===== src/rtl/multicycle_control_unit.sv =====
// Main control FSM for the multicycle MIPS datapath: sequences fetch/decode/execute/mem/writeback.
// Latency: lw 5, sw/R/addi/andi 4, beq/j/jr 3, illegal 2 cycles; outputs decoded from state register.
// Backpressure: with MULTICYCLE_MEM_WAIT_EN defined, FETCH/MEM_READ/MEM_WRITE hold until mem_ready.
module multicycle_control_unit #(
  parameter logic [5:0] OP_RTYPE = 6'b000000,
  parameter logic [5:0] OP_LW    = 6'b100011,
  parameter logic [5:0] OP_SW    = 6'b101011,
  parameter logic [5:0] OP_BEQ   = 6'b000100,
  parameter logic [5:0] OP_J     = 6'b000010,
  parameter logic [5:0] OP_ADDI  = 6'b001000,
  parameter logic [5:0] OP_ANDI  = 6'b001100
) (
  input  logic       clk,
  input  logic       reset,
  input  logic [5:0] Opcode,
  input  logic       Jr,
  input  logic       mem_ready,
  output logic       PCWrite,
  output logic       PCWriteCond,
  output logic       IorD,
  output logic       MemRead,
  output logic       MemWrite,
  output logic       MemtoReg,
  output logic       IRWrite,
  output logic       ALUSrcA,
  output logic       RegWrite,
  output logic       RegDst,
  output logic [1:0] ALUSrcB,
  output logic [1:0] PCSource,
  output logic [1:0] ALUop,
  output logic       illegal_op,
  output logic [3:0] state
);

  typedef enum logic [3:0] {
    S_FETCH     = 4'd0,
    S_DECODE    = 4'd1,
    S_MEM_ADDR  = 4'd2,
    S_MEM_READ  = 4'd3,
    S_MEM_WB    = 4'd4,
    S_MEM_WRITE = 4'd5,
    S_R_EXEC    = 4'd6,
    S_R_WB      = 4'd7,
    S_BRANCH    = 4'd8,
    S_JUMP      = 4'd9,
    S_ADDI_EX   = 4'd10,
    S_ANDI_EX   = 4'd11,
    S_IMM_WB    = 4'd12
  } state_t;

  state_t cur_state;
  state_t nxt_state;
  logic   mem_ok;

  assign state = cur_state;

`ifdef MULTICYCLE_MEM_WAIT_EN
  // Memory states complete only when the memory signals the access is done.
  assign mem_ok = mem_ready;
`else
  // Memory is assumed single-cycle; mem_ready is deliberately ignored.
  logic unused_mem_ready;
  assign unused_mem_ready = mem_ready;
  assign mem_ok = 1'b1;
`endif

  // State register; reset lands in FETCH immediately, without a clock edge.
  always_ff @(posedge clk or posedge reset) begin
    if (reset) cur_state <= S_FETCH;
    else       cur_state <= nxt_state;
  end

  // Next-state and output decode; every output defaults to 0 for unlisted states.
  always_comb begin
    nxt_state   = S_FETCH;
    PCWrite     = 1'b0;
    PCWriteCond = 1'b0;
    IorD        = 1'b0;
    MemRead     = 1'b0;
    MemWrite    = 1'b0;
    MemtoReg    = 1'b0;
    IRWrite     = 1'b0;
    ALUSrcA     = 1'b0;
    RegWrite    = 1'b0;
    RegDst      = 1'b0;
    ALUSrcB     = 2'b00;
    PCSource    = 2'b00;
    ALUop       = 2'b00;
    illegal_op  = 1'b0;
    case (cur_state)
      S_FETCH: begin
        // MemRead stays high while waiting; IR and PC only update on completion.
        MemRead   = 1'b1;
        IRWrite   = mem_ok;
        PCWrite   = mem_ok;
        ALUSrcB   = 2'b01;
        nxt_state = mem_ok ? S_DECODE : S_FETCH;
      end
      S_DECODE: begin
        // ALU speculatively computes the branch target while the opcode is decoded.
        ALUSrcB = 2'b11;
        case (Opcode)
          OP_LW, OP_SW: nxt_state = S_MEM_ADDR;
          OP_RTYPE:     nxt_state = S_R_EXEC;
          OP_BEQ:       nxt_state = S_BRANCH;
          OP_J:         nxt_state = S_JUMP;
          OP_ADDI:      nxt_state = S_ADDI_EX;
          OP_ANDI:      nxt_state = S_ANDI_EX;
          default: begin
            illegal_op = 1'b1;
            nxt_state  = S_FETCH;
          end
        endcase
      end
      S_MEM_ADDR: begin
        ALUSrcA   = 1'b1;
        ALUSrcB   = 2'b10;
        // IR is still stable here, so the opcode picks load vs store.
        nxt_state = (Opcode == OP_SW) ? S_MEM_WRITE : S_MEM_READ;
      end
      S_MEM_READ: begin
        MemRead   = 1'b1;
        IorD      = 1'b1;
        nxt_state = mem_ok ? S_MEM_WB : S_MEM_READ;
      end
      S_MEM_WB: begin
        RegWrite  = 1'b1;
        MemtoReg  = 1'b1;
        nxt_state = S_FETCH;
      end
      S_MEM_WRITE: begin
        MemWrite  = 1'b1;
        IorD      = 1'b1;
        nxt_state = mem_ok ? S_FETCH : S_MEM_WRITE;
      end
      S_R_EXEC: begin
        ALUSrcA = 1'b1;
        ALUop   = 2'b10;
        // jr retires here by loading rs into the PC; no register writeback.
        if (Jr) begin
          PCWrite   = 1'b1;
          PCSource  = 2'b11;
          nxt_state = S_FETCH;
        end else begin
          nxt_state = S_R_WB;
        end
      end
      S_R_WB: begin
        RegWrite  = 1'b1;
        RegDst    = 1'b1;
        nxt_state = S_FETCH;
      end
      S_BRANCH: begin
        ALUSrcA     = 1'b1;
        ALUop       = 2'b01;
        PCWriteCond = 1'b1;
        PCSource    = 2'b01;
        nxt_state   = S_FETCH;
      end
      S_JUMP: begin
        PCWrite   = 1'b1;
        PCSource  = 2'b10;
        nxt_state = S_FETCH;
      end
      S_ADDI_EX: begin
        ALUSrcA   = 1'b1;
        ALUSrcB   = 2'b10;
        nxt_state = S_IMM_WB;
      end
      S_ANDI_EX: begin
        ALUSrcA   = 1'b1;
        ALUSrcB   = 2'b10;
        ALUop     = 2'b11;
        nxt_state = S_IMM_WB;
      end
      S_IMM_WB: begin
        RegWrite  = 1'b1;
        nxt_state = S_FETCH;
      end
      // Encodings 13-15 are unreachable; recover to FETCH with all outputs low.
      default: nxt_state = S_FETCH;
    endcase
  end

endmodule


===== config.mk =====
export PLATFORM = sky130hd
export DESIGN_NAME = multicycle_control_unit
export DESIGN_NICKNAME = d
export VERILOG_FILES = /design/src/rtl/multicycle_control_unit.sv
export SDC_FILE = /design/constraint.sdc
export NUM_CORES = 1
export LEC_CHECK = 0
export CORE_AREA = 2 2 43 45
export CTS_CLUSTER_DIAMETER = 80
export DETAILED_ROUTE_END_ITERATION = 12
export DIE_AREA = 0 0 45 47
export GPL_TIMING_DRIVEN = 0
export PLACE_DENSITY_LB_ADDON = 0.05
export SLEW_MARGIN = 20
export SYNTH_ARGS = -nofsm -noshare
export SYNTH_HDL_FRONTEND = slang
export SYNTH_SLANG_ARGS = --single-unit

===== constraint.sdc =====
create_clock -name clk -period 1.8 [get_ports clk]
set_clock_uncertainty 0.1 [all_clocks]
set_input_delay 0.54 -clock clk [delete_from_list [all_inputs] [get_ports clk]]
set_output_delay 0.54 -clock clk [all_outputs]
set_load 0.01 [all_outputs]

==> results.json, run 1 <==
{
  "wl_per_cell_um": 13.2,
  "startpoint": "state[2]",
  "crit_cells": 4,
  "crit_family": "simple AND/OR/NAND/NOR gates",
  "endpoint_kind": "output port",
  "multi_input_comb_area_um2": 510,
  "vias": 748,
  "fp.dieArea_um2": 2120,
  "ys_top_cells_by_count": "nor2_1 (9), nor3_1 (9), inv_1 (5), nand2b_1 (5)",
  "cts_buffers": 3,
  "synth.area.top_cells": "dfrtp_1 (20%), nor3_1 (8.9%), nor2_1 (6.7%), nand2b_1 (6.2%), o22ai_1 (4.9%)",
  "period_share_pct": 126,
  "hold_path.class": "in2async",
  "synth_nets": 81,
  "fmax_ghz": 0.442,
  "rrSetupSlack_ns": 0.20,
  "min_period_ns": 2.26,
  "final_core_util_pct": 70.4,
  "diodes": 0,
  "worstPathRequired_ns": 1.16,
  "cpMaxStageDelayCell": "or4b_4",
  "tightestPinTransition_ns": 0.270,
  "grt_pass1_wl_mm": 2.79,
  "synth_flop_cell": "dfrtp_1",
  "rows": 15,
  "grt.overflow.total": 0,
  "drc": 0,
  "setup_ws_ns": -0.460,
  "nets": 140,
  "grtUsageMet2_pct": 31.1,
  "ys_ff_latch": 4,
  "grt_max_degree": 11,
  "busiest_layer": "met2",
  "cp_slowest_stage_delay_ns": 0.54,
  "final_area_um2": 1160,
  "reg2reg_depth": 7,
  "synth_edf_count": 0,
  "netlist_area_um2": 507,
  "antenna_found_initial": 0,
  "ys_types": 31,
  "cts_max_path_buffers": 2,
  "synth_area_leader_cell": "dfrtp_1",
  "vias_per_cell": 5.16,
  "cts.htree.levels": 1,
  "violations": "setup timing",
  "cp_max_fo": 5,
  "rr_endpoint": "state[1]",
  "rsz0062_at_grt": "yes",
  "stdcell_count": 145,
  "path_buf_inv": 1,
  "powerDensity_nw_per_um2": 1250,
  "rr_startpoint": "state[0]",
  "tritoncts": "yes",
  "num_io_pins": 31,
  "area_delta_synth_final_pct": 129,
  "synth_top_area_share_pct": 19.8,
  "hold_viol": 0,
  "tns_ns": -3.73,
  "finalPower_mw": 1.45,
  "ir_drop_v": 0.000528,
  "synth_area_per_cell_um2": 7.14,
  "path_class": "reg2out",
  "path_cells": "or4b_4 > a31oi_1 > o31a_1 > buf_2",
  "crit_path_end": "illegal_op",
  "cts_root_buf": "clkbuf_4",
  "cts.sink_count": 4,
  "drive_above_1_share_pct": 61.7,
  "power_leakage_nw": 0.555,
  "wl_mm": 1.91,
  "status": "finished with violations",
  "cts.reportedPaths.clkPinSlew_ns": 0.04,
  "routabilityCongestion": 0.790,
  "grt_use_met3_pct": 2.31,
  "netlist_instances": 71,
  "drv_slew": 0,
  "async_reset_ff_share_pct": 100,
  "dp_hpwl_mm": 1.06,
  "regArea_um2": 101,
  "dp.cells": 117,
  "yosysSeqAreaShare_pct": 19.8,
  "drtIter0Drc": 5,
  "setup_viol_count_final": 16,
  "clk-insertion-delay-late_ns": 0.23,
  "placed_area_um2": 825,
  "fillerInstances": 134,
  "grt_pass1_vias": 625,
  "start_kind": "flop",
  "largest_register_ffs": 4,
  "die_x_um": 45,
  "maxCapViolations": 0,
  "yosys_warnings": 0,
  "slew_headroom_pct": 81.9,
  "first_pass_iters": 2,
  "arrival_ns": 1.62,
  "core_area_um2": 1650,
  "grt_use_met1_pct": 23.3,
  "die-height_um": 47,
  "grt_usage_pct": 18.2,
  "initial_core_util_pct": 30.7,
  "place.port_buffers": 29,
  "ant_nets": 0
}
## metrics by stage
| step | hold slack (ns) | setup slack (ns) |
|---|---|---|
| after global placement | 0.544 | -1.23 |
| after floorplan | 0.206 | -0.144 |
| after CTS | 0.379 | -0.452 |
| final | 0.384 | -0.460 |
| after global routing | 0.402 | -0.534 |
| after detailed placement | 0.544 | -1.20 |
## cell type report
cell class	instances	share of cell area (%)
Tap cell	17	1.83
Multi-Input combinational cell	58	43.9
Inverter	5	1.83
Timing Repair Buffer	56	39.4
Buffer	2	2.37
Sequential cell	4	8.72
Clock buffer	3	1.94
## cell usage in the layout (no fill, tap or decap), drive strengths merged, types with 3 or more instances in the layout
master	count
nor3	9
clkdlybuf4s15	3
o21ai	3
nor2	9
nand2b	6
clkbuf	3
inv	5
o22ai	4
buf	47
dfrtp	4
dlygate4sd2	7
## repair_timing
action,4_1_cts,5_1_grt
buffers inserted,15,12
endpoints found under the setup margin,22,18
hold buffers,0,0
resized for setup,120,22
pin swaps,9,9
cloned,0,0
## per-layer routing
layer  vias to the layer above  wire (um)
met2                        19        974
met4                         0          0
met5                         -          0
met1                       350        859
met3                         0         74
li1                        379          -
## how the worst min path moves through the flow
| stage | cells after the start | start | to | slack (ns) |
|---|---|---|---|---|
| final | 2 | reset | state[2] | 0.38 |
| after global routing | 2 | reset | state[3] | 0.40 |
| after CTS | 2 | reset | state[2] | 0.38 |
| after detailed placement | 2 | state[2] | state[1] | 0.54 |
| after global placement | 2 | state[2] | state[1] | 0.54 |
| after floorplan | 1 | reset | state[0] | 0.21 |
## power breakdown
part           leakage, nW  switching [mW]  total, mW  internal (mW)
registers           0.0516          0.0212      0.132          0.111
logic                0.490           0.509       1.21          0.702
clock network       0.0138          0.0350      0.109         0.0745
total                0.555           0.565       1.45          0.888
## kinds of logic after synthesis
logic type	count (synthesis)	share of synthesized area, %
and+or+nand+nor	36	41.0
AOI/OAI and AO/OA	19	25.9
DFF	4	19.8
xor gates and xnor gates	2	3.46
muxes	1	2.22
buffers and inverters	9	7.65
No activity file was read; power rests on OpenSTA's default activity.
==> run 2: changes to the inputs <==
ABC_AREA = 1   (was default)
==> results.json, run 2 <==
{
  "wl_met2_um": 912,
  "vias_per_cell": 4.70,
  "min_period_ns": 1.95,
  "rsz0062_at_grt": "yes",
  "tns_ns": -1.15,
  "num_io_pins": 31,
  "netlist_area_um2": 503,
  "cts.sink_count": 4,
  "largest_register_ffs": 4,
  "cts_root_buf": "clkbuf_4",
  "synth_edf_count": 0,
  "synth_area_per_cell_um2": 5.41,
  "cts_hold_buf": 0,
  "fmax_ghz": 0.512,
  "grt_max_degree": 7,
  "stdcell_count": 152,
  "setup_ws_ns": -0.154,
  "netlist_instances": 93,
  "cp_max_fo": 5,
  "grt_pass1_vias": 638,
  "layout_commonest_cell": "nand2_1",
  "slew_headroom_pct": 88.5,
  "tightestPinTransition_ns": 0.171,
  "rr_startpoint": "state[3]",
  "initial_core_util_pct": 30.5,
  "dp_hpwl_mm": 1.16,
  "start_kind": "input port",
  "place.port_buffers": 29,
  "cts.reportedPaths.clkPinSlew_ns": 0.04,
  "first_pass_iters": 1,
  "synth_flop_cell": "dfrtp_1",
  "vias": 714,
  "met1Wirelength_um": 612,
  "nets": 147,
  "path_class": "in2out",
  "drv_slew": 0,
  "ys_types": 16,
  "arrival_ns": 1.31,
  "rrSetupSlack_ns": 0.50,
  "final_core_util_pct": 61.3,
  "synth_nets": 103,
  "diodes": 0,
  "endpoint_kind": "output port",
  "die_x_um": 45,
  "tritoncts": "yes",
  "ant_nets": 0,
  "path_buf_inv": 2,
  "cp_slowest_stage_delay_ns": 0.26,
  "fp.dieArea_um2": 2120,
  "synth_area_leader_cell": "dfrtp_1",
  "synth_top_area_share_pct": 19.9,
  "grt_usage_pct": 16.5,
  "synth_most_common_cell": "nand2_1",
  "grt_pass1_wl_mm": 2.58,
  "path_cells": "dlygate4sd2_1 > nor2_4 > nand3b_1 > nand3_2 > nor2_1 > buf_2",
  "grt.overflow.total": 0,
  "drtIter0Drc": 0,
  "status": "finished with violations",
  "worstPathRequired_ns": 1.16,
  "setup_viol_count_final": 12,
  "cpMaxStageDelayCell": "dlygate4sd2_1",
  "route.met3.wl_um": 69,
  "antenna_found_initial": 0,
  "ys_ff_latch": 4,
  "power_leakage_nw": 0.572,
  "hold_path.class": "in2async",
  "ys_top_cells_by_count": "nand2_1 (26), inv_1 (13), nand3_1 (13), nor2_1 (13), nor2_2 (6)",
  "crit_family": "buffers and inverters",
  "die-height_um": 47,
  "topRoutingLayerUsed": "met3",
  "yosys_warnings": 0,
  "rr_endpoint": "state[0]",
  "ir_drop_v": 0.000395,
  "reg2reg_depth": 8,
  "core_area_um2": 1650,
  "yosysSeqAreaShare_pct": 19.9,
  "fillerInstances": 173,
  "routabilityCongestion": 0.830,
  "finalPower_uw": 988,
  "drc": 0,
  "clk-insertion-delay-late_ns": 0.23,
  "maxCapViolations": 0,
  "async_reset_ff_share_pct": 100,
  "wl_mm": 1.59,
  "cts.htree.levels": 1,
  "final_cell_mix": "nand2_1 (17), buf_2 (12), buf_6 (10)",
  "violations": "setup timing",
  "cts_buffers": 3,
  "synth.area.top_cells": "dfrtp_1 (20%), nand2_1 (19%), nand3_1 (13%), inv_1 (9.7%), nor2_1 (9.7%)",
  "cts_max_path_buffers": 2,
  "period_share_pct": 109,
  "drive_above_1_share_pct": 58.5,
  "area_delta_synth_final_pct": 101,
  "dp_slack_ns": -0.884,
  "wl_per_cell_um": 10.5,
  "rows": 15,
  "hold_viol": 0,
  "dp.cells": 139,
  "powerDensity_nw_per_um2": 976
}
-- run 2: cell families (layout without fill, tap and decap cells) --
group / after synthesis / after routing / share of synthesized area [%]
buffers and inverters: 18 / 60 / 13.4
AND/OR/NAND/NOR: 65 / 65 / 60.4
flip-flops: 4 / 4 / 19.9
AO/OA/AOI/OAI: 6 / 6 / 6.22
-- run 2: cell type report --
type / count / area, um2 / area share [%]
Timing Repair Buffer: 39 / 320 / 31.6
Inverter: 18 / 75.1 / 7.42
Multi-Input combinational cell: 71 / 468 / 46.2
Tap cell: 17 / 21.3 / 2.10
Sequential cell: 4 / 105 / 10.4
Clock buffer: 3 / 22.5 / 2.22
-- run 2: report_power, final --
| group | total [mW] | internal (mW) | switching (mW) | leakage [nW] |
|---|---|---|---|---|
| registers | 0.159 | 0.115 | 0.0436 | 0.0473 |
| logic | 0.723 | 0.334 | 0.389 | 0.511 |
| clock network | 0.106 | 0.0742 | 0.0313 | 0.0138 |
-- run 2: per-stage QoR --
| step | hold WS [ns] | area (um2) |
|---|---|---|
| CTS | 0.394 | 888 |
| detailed placement | 0.582 | 815 |
| global route | 0.411 | 1010 |
| finish | 0.391 | 1010 |
| global placement | 0.567 | 815 |
| floorplan | 0.206 | 503 |
-- run 2: routing by layer --
metal | global-route usage [%] | up-vias
li1 | - | 371
met5 | 0 | -
met1 | 19.2 | 327
met4 | 7.06 | 0
met3 | 1.54 | 0
met2 | 30.6 | 16
-- run 2: worst max-delay path by stage --
stage | start | to | slack [ns] | cells past startpoint
2_1_floorplan | state[1] | illegal_op | 0.09 | 5
3_3_place_gp | Opcode[2] | illegal_op | -0.87 | 6
3_5_place_dp | Opcode[4] | illegal_op | -0.88 | 6
4_1_cts | state[2] | illegal_op | -0.16 | 6
5_1_grt | state[3] | illegal_op | -0.24 | 6
6_report | Opcode[5] | illegal_op | -0.15 | 6
-- run 2: what timing repair did --
action	CTS	global route
endpoints found under the setup margin	21	17
pin swaps	11	7
gates resized for setup	112	32
hold endpoints to repair	0	0
buffers inserted	7	4
-- run 2: worst reg2reg max path: stages, from the launching register on --
cell	delay [ns]
dfrtp_2	0.45
nor2_4	0.19
buf_6	0.12
buf_6	0.09
buf_4	0.09
nand2_1	0.04
o21ai_1	0.06
inv_1	0.05
nand2_1	0.05
